## src/rtl/mod_ptr_counter.sv

```systemverilog
// Modulo up/down pointer counter with clear, checked parallel load and look-ahead.
// Define MOD_PTR_COUNTER_SAT_EN to saturate at the ends instead of wrapping.
module mod_ptr_counter #(
  parameter int C_WIDTH = 4,
  parameter int C_DEPTH = 16,
  parameter int C_INIT  = 0
) (
  input  logic               c_clk,
  input  logic               c_reset,
  input  logic               en,
  input  logic               dir,
  input  logic               clr,
  input  logic               ld,
  input  logic [C_WIDTH-1:0] ld_val,
  output logic [C_WIDTH-1:0] c_out,
  output logic [C_WIDTH-1:0] c_next,
  output logic               c_wrap,
  output logic               tc,
  output logic               ld_err
);

  localparam logic [C_WIDTH:0]   DEPTH_X = (C_WIDTH+1)'(C_DEPTH);
  localparam logic [C_WIDTH:0]   ONE_X   = (C_WIDTH+1)'(1);
  localparam logic [C_WIDTH-1:0] TOP_V   = C_WIDTH'(C_DEPTH - 1);
  localparam logic [C_WIDTH-1:0] INIT_V  = C_WIDTH'(C_INIT);

  logic [C_WIDTH-1:0] ptr_q, ptr_d;
  logic               wrap_q, wrap_d;
  logic               err_q, err_d;
  logic [C_WIDTH:0]   up_x;
  logic [C_WIDTH:0]   ld_x;
  logic               at_top, at_bot, ld_ok, tc_c;

  always_comb begin
    up_x   = {1'b0, ptr_q} + ONE_X;
    ld_x   = {1'b0, ld_val};
    at_top = (up_x >= DEPTH_X);
    at_bot = (ptr_q == '0);
    ld_ok  = (ld_x < DEPTH_X);
    ptr_d  = ptr_q;
    wrap_d = wrap_q;
    err_d  = 1'b0;
    tc_c   = 1'b0;
    if (c_reset || clr) begin
      ptr_d  = INIT_V;
      wrap_d = 1'b0;
    end else if (ld) begin
      if (ld_ok) ptr_d = ld_val;
      else       err_d = 1'b1;
    end else if (en) begin
      tc_c = dir ? at_top : at_bot;
`ifdef MOD_PTR_COUNTER_SAT_EN
      // boundary step holds; wrap_q never leaves its reset value
      if (dir && !at_top)      ptr_d = up_x[C_WIDTH-1:0];
      else if (!dir && !at_bot) ptr_d = ptr_q - C_WIDTH'(1);
`else
      if (dir) ptr_d = at_top ? '0 : up_x[C_WIDTH-1:0];
      else     ptr_d = at_bot ? TOP_V : ptr_q - C_WIDTH'(1);
      if (tc_c) wrap_d = ~wrap_q;
`endif
    end
  end

  always_ff @(posedge c_clk) begin
    if (c_reset) begin
      ptr_q  <= INIT_V;
      wrap_q <= 1'b0;
      err_q  <= 1'b0;
    end else begin
      ptr_q  <= ptr_d;
      wrap_q <= wrap_d;
      err_q  <= err_d;
    end
  end

  assign c_out  = ptr_q;
  assign c_next = ptr_d;
  assign c_wrap = wrap_q;
  assign tc     = tc_c;
  assign ld_err = err_q;

endmodule
```

## config.mk

```make
export PLATFORM = sky130hd
export DESIGN_NAME = mod_ptr_counter
export DESIGN_NICKNAME = d
export VERILOG_FILES = /design/src/rtl/mod_ptr_counter.sv
export SDC_FILE = /design/constraint.sdc
export NUM_CORES = 1
export LEC_CHECK = 0
export ABC_AREA = 1
export BUFFER_PORTS_ARGS = -buffer_cell sky130_fd_sc_hd__buf_4
export CAP_MARGIN = 5
export CELL_PAD_IN_SITES_DETAIL_PLACEMENT = 1
export CELL_PAD_IN_SITES_GLOBAL_PLACEMENT = 1
export CORE_MARGIN = 10
export CORE_UTILIZATION = 29
export CTS_CLUSTER_SIZE = 12
export DETAILED_ROUTE_END_ITERATION = 6
export PLACE_DENSITY_LB_ADDON = 0.3
export REMOVE_ABC_BUFFERS = 1
export SYNTH_ARGS = -nofsm -noshare
export SYNTH_HDL_FRONTEND = slang
export SYNTH_SLANG_ARGS = --single-unit
```

## constraint.sdc

```tcl
create_clock -name c_clk -period 1.8 [get_ports c_clk]
set_clock_uncertainty 0.1 [all_clocks]
set_input_delay 0 -clock c_clk [delete_from_list [all_inputs] [get_ports c_clk]]
set_output_delay 0 -clock c_clk [all_outputs]
set_load 0.01 [all_outputs]
```

==> Word level (Yosys, flattened, before mapping) <==
Cells that the tools add are included.
W data, S select, Z words.
{ "word_totals": {"register_bits": 5, "latch_bits": 0, "ramBits": 0, "romBits": 0, "inputBits": 10, "output_inout_bits": 11, "wordCells": 21, "memories": 0} }
{ "classes": {"addsub": 2, "n_mul": 0, "div": 0, "order_cmp": 1, "eq_ne": 0, "shift": 0, "n_mux": 10, "bitwise_logic": 2, "reduce_logical": 4} }
{ "op_table": {"columns": ["cell", "n"], "rows": [
  ["$mux W4", 6],
  ["$add A4 B1 Y5 const B", 1],
  ["$ge A5 B5 Y1 const B", 1],
  ["$logic_not A4 Y1", 1],
  ["$mux W1", 4],
  ["$sub A4 B1 Y4 const B", 1],
  ["$reduce_and A3 Y1", 1],
  ["$not A1 Y1", 2],
  ["$reduce_or A2 Y1", 1],
  ["$logic_or A1 B1 Y1", 1]
]} }

==> Logic depth before layout (Yosys ltp) <==
{ "logic_depth": {"word_depth": 7, "mapped_depth": 9, "ltp_nobuf": 9} }

==> Worst setup path before layout <==
OpenSTA, ideal clock, no wires.
{ "synth_path": {"path_type": "reg-to-output", "startpoint": "register ptr_q[0], in the netlist c_out[0]", "endpoint": "output port c_next[1]", "arrival_time_ns": 1.367, "required_time_ns": 1.700, "slack_ns": 0.333, "stages_incl_launch_ff": 7, "n_path_buf": 0, "cell_sequence": "dfxtp_1 -> inv_1 -> ha_1 -> xor2_1 -> o21ai_0 -> o21ai_1 -> nor2_1"} }
{ "synth_via": {"elab_chain_cells": 7, "elab_cells_between_ends": 10, "classes_between": "add/sub (2); order compare (1); mux (6); reduce/logical (1)"} }
{ "synth_lines": {"columns": ["item", "line", "rtl"], "rows": [
  ["start, declared", "27", "logic [C_WIDTH-1:0] ptr_q, ptr_d;"],
  ["start signal, assigned", "70", "ptr_q <= ptr_d;"],
  ["$add A4 B1 Y5", "35", "up_x = {1'b0, ptr_q} + ONE_X;"],
  ["$ge A5 B5 Y1", "37", "at_top = (up_x >= DEPTH_X);"],
  ["$mux W4", "57", "if (dir) ptr_d = at_top ? '0 : up_x[C_WIDTH-1:0];"],
  ["$mux W4 *", "57", null],
  ["$mux W4 *", "50", "end else if (en) begin"],
  ["$mux W4 *", "47", "end else if (ld) begin"],
  ["$mux W4 *", "44", "if (c_reset || clr) begin"],
  ["end, declared", "16", "output logic [C_WIDTH-1:0] c_next,"]
]} }
Every way passes the cells marked *; elsewhere a longest branch is shown, timed or not.

==> Worst setup path after layout <==
Ends and elaborated chain as after synthesis.

==> flow_summary.rst <==
.. list-table::
   :header-rows: 1

   * - Metric
     - Value
   * - Y dimension of the die
     - ~60 um
   * - DR vias/cell
     - approximately 4.7
   * - CTS tree
     - built
   * - Unrepaired setup endpoints after global routing
     - false
   * - Post-detailed-route DRC marker count
     - 0
   * - Initial detailed-routing violation count
     - 2
   * - Critical path data required time
     - ~1.7 ns
   * - Hold EP
     - c_out[3]
   * - Antenna diode count
     - 0
   * - Top cell type's share of synthesized area
     - 0.220
   * - Clock share of power
     - 0.368
   * - Pin count of the biggest net entering global routing
     - 9
   * - DP Wirelength
     - approximately 1100 um
   * - Static leakage power
     - between 0.3 and 0.4 nW
   * - Post-layout minimum cycle time
     - roughly 1.7 ns
   * - Most area-consuming cells after synthesis
     - sky130_fd_sc_hd__dfxtp_1 (22%), sky130_fd_sc_hd__a21oi_1 (8.8%), sky130_fd_sc_hd__nand2_1 (8.2%)
   * - Cells on Worst Hold Path
     - 4
   * - Floorplan die area
     - about 3600 um^2
   * - CTS Sinks
     - 5
   * - Ratio of cells with drive above 1 in the final layout
     - 0.380
   * - Leading register cell type out of synthesis
     - sky130_fd_sc_hd__dfxtp_1
   * - Share of the yosys chip area belonging to registers
     - 0.220
   * - Total power density per cell area
     - 572 nW/um^2
   * - Cell types with the highest counts after synthesis
     - sky130_fd_sc_hd__nand2_1 (10), sky130_fd_sc_hd__inv_1 (9), sky130_fd_sc_hd__nor2_1 (9)
   * - Setup TNS
     - 0 ns
   * - DP Cell Count
     - ~100
   * - Yosys synthesis warning count
     - 0
   * - Count of antenna-violating nets left after detailed routing
     - 0
   * - Setup-violating endpoint count in the final report
     - 0
   * - Clock slew seen by the registers of the worst setup and hold paths
     - 0.05 ns
   * - Overall routed net length
     - 1360 um
   * - Number of antenna violations at the first check in global routing
     - 0
   * - Worst min-delay path startpoint
     - c_reset
   * - Via total after detailed routing
     - a little over 500
   * - Cell at the root of the clock tree
     - sky130_fd_sc_hd__clkbuf_4
   * - Area of the placeable core
     - about 1500 um^2
   * - Cell type with the highest aggregate area in the netlist
     - sky130_fd_sc_hd__dfxtp_1
   * - Count of distinct cell types in the synthesized netlist
     - 21
   * - Inserted Clock Buffers
     - 3
   * - Net switching power
     - about 120 uW
   * - GP Congestion
     - 0.709
   * - Routed len/inst
     - 12.6 um
   * - Wire length of the first global-routing pass
     - roughly 2300 um
   * - Initial core utilization
     - 0.306
   * - Number of instances in the synthesized netlist
     - 70
   * - Maximum clock path buffer count
     - 2
   * - Rows
     - 14
   * - Number of nets in the final layout
     - between 100 and 150
   * - Number of enable flip-flop cells after synthesis
     - 0
   * - Kind of start point of the critical path
     - flop
   * - Total of fill cells in the finished design
     - 197
   * - Flop-to-flop setup slack
     - around 0.42 ns
   * - Worst setup path class
     - reg2out
   * - Source-to-sink clock delay at the later pin of the worst-skew pair
     - roughly 0.25 ns
   * - Mean Syn Cell Area
     - between 6 and 7 um^2
   * - Global-route usage over all layers
     - 0.0840
   * - Max-Cap Viols
     - 0
   * - Final hold violation count
     - 3
   * - Highest ir drop seen on vdd
     - approximately 340 uV
   * - H-tree depth reported by CTS
     - 1
   * - Reg-to-Reg Start
     - c_out[0]
   * - Port-buffer cells
     - 19
   * - Failing checks
     - hold timing
   * - Number of detailed-routing iterations run before antenna repair
     - 2
   * - Run status
     - finished with violations
   * - Via count of the first global-routing pass
     - 525
   * - Flop pwr share
     - 0.338
   * - P&R area growth vs syn
     - 42.9%
   * - Global route overflow
     - 0
   * - Top-level port count
     - 21
   * - Worst min-delay path category
     - in2reg
   * - Min Hold Slack
     - -0.00795 ns
   * - Fin. max-slew vios
     - 0
   * - Cell with the most instances after synthesis
     - sky130_fd_sc_hd__nand2_1
   * - Peak Freq
     - ~600 MHz
   * - Count of non-filler cells in the finished layout
     - about 110
   * - Worst r2r dst
     - c_out[2]
   * - Area of the mapped netlist
     - roughly 460 um^2
   * - Seq cells post-synth
     - 5
   * - Chip width
     - roughly 60 um
   * - Final cycle utilization of the critical path
     - 0.928
   * - Internal power component
     - about 250 uW
   * - Area occupied by multi-input gates
     - slightly below 300 um^2
   * - Share of total power consumed by net switching
     - 0.322
   * - Critical path endpoint category
     - output port
   * - Total setup buffers inserted after CTS
     - 0
   * - Share of synthesized flip-flops with an asynchronous set or reset
     - 0
   * - R2r worst-path depth
     - 9
   * - Maximum fanout encountered on the critical timing path
     - 6
   * - Area taken by flip-flops and latches
     - between 100 and 150 um^2
   * - Data arrival time at the worst-slack endpoint
     - between 1.5 and 2 ns
   * - Share of total power in combinational logic
     - 0.294
[through the flow]
step | utilization | setup WS (ns) | power [mW] | cell area (um^2)
after global placement | 0.399 | 0.283 | 0.233 | 594
after floorplan | - | 0.335 | 0.187 | 432
final | 0.437 | 0.130 | 0.372 | 651
after CTS | 0.432 | 0.0401 | 0.375 | 643
after global routing | 0.437 | 0.00109 | 0.400 | 651
after detailed placement | 0.399 | 0.229 | 0.236 | 594
[per-layer routing]
metal  track usage  part of all wire  wire (um)  vias up
met3        0.0429             0.084        115        5
li1              -                 -          -      266
met1        0.0950              0.44        595      224
met4        0.0481             0.018         25        0
met2         0.123              0.46        624       17
met5             0                 0          0        -
[kinds of logic (layout without fill, tap and decap cells)]
group,count (synthesis),in the layout,synth area share
DFF,5,5,0.220
other,1,1,0.00823
xor gates and xnor gates,3,3,0.0577
buffers and inverters,14,36,0.143
adders and majority gates,2,2,0.0549
AOI/OAI and AO/OA,12,12,0.137
and+or+nand+nor,33,33,0.379
[worst max path at each step]
stage / slack, ns / end / start
floorplan: 0.33 / c_next[1] / c_out[0]
global placement: 0.28 / c_next[1] / c_out[0]
detailed placement: 0.23 / c_next[2] / c_out[0]
CTS: 0.04 / c_next[2] / c_out[0]
global route: 0.001 / c_next[1] / c_out[0]
finish: 0.13 / c_next[1] / c_out[0]
[final cells by class]
class / count / share of cell area
Inverter: 11 / 0.0635
Sequential cell: 5 / 0.165
Multi-Input combinational cell: 51 / 0.450
Clock buffer: 4 / 0.0404
Tap cell: 16 / 0.0308
Timing Repair Buffer: 21 / 0.250
[power groups by stage]
stage	clock network, mW	logic [mW]	registers, mW
after floorplan	0	0.0582	0.129
after global placement	0	0.105	0.128
after detailed placement	0	0.107	0.129
after CTS	0.137	0.111	0.128
after global routing	0.149	0.124	0.127
final	0.137	0.109	0.126
[critical path: stages, from the launching register on]
cell                      delay, ns
sky130_fd_sc_hd__dfxtp_4       0.36
sky130_fd_sc_hd__inv_2         0.09
sky130_fd_sc_hd__ha_2          0.27
sky130_fd_sc_hd__xor2_1        0.14
sky130_fd_sc_hd__o21ai_0       0.15
sky130_fd_sc_hd__o21ai_1       0.10
sky130_fd_sc_hd__nor2_1        0.09
sky130_fd_sc_hd__buf_4         0.12
[timing repair]
action	CTS	global route
resized for setup	2	4
cloned	0	0
endpoints found under the hold margin	2	0
setup endpoints to repair	2	2
hold buffers	2	0
[registers in the layout, summed over array words and instances (netlist names)]
signal	cells
c_out	4
c_wrap	1
[cell usage in the layout, fill, tap and decap left out]
master	n
sky130_fd_sc_hd__o21ai_1	1
sky130_fd_sc_hd__nand3_1	6
sky130_fd_sc_hd__nand4_1	1
sky130_fd_sc_hd__conb_1	1
sky130_fd_sc_hd__nor2_1	9
sky130_fd_sc_hd__clkbuf_1	1
sky130_fd_sc_hd__nand3_2	2
sky130_fd_sc_hd__nor2_8	1
sky130_fd_sc_hd__o211ai_1	1
sky130_fd_sc_hd__nand2_1	10
sky130_fd_sc_hd__a21oi_1	8
sky130_fd_sc_hd__dlygate4sd3_1	2
sky130_fd_sc_hd__nand2_2	2
sky130_fd_sc_hd__clkbuf_4	3
sky130_fd_sc_hd__xor2_1	3
sky130_fd_sc_hd__o21ai_0	2
sky130_fd_sc_hd__nor2_2	2
sky130_fd_sc_hd__dfxtp_1	3
sky130_fd_sc_hd__inv_1	8
sky130_fd_sc_hd__buf_4	19
sky130_fd_sc_hd__dfxtp_4	2
sky130_fd_sc_hd__ha_1	1
sky130_fd_sc_hd__ha_2	1
sky130_fd_sc_hd__inv_2	3
(Power assumes the default switching activity.)
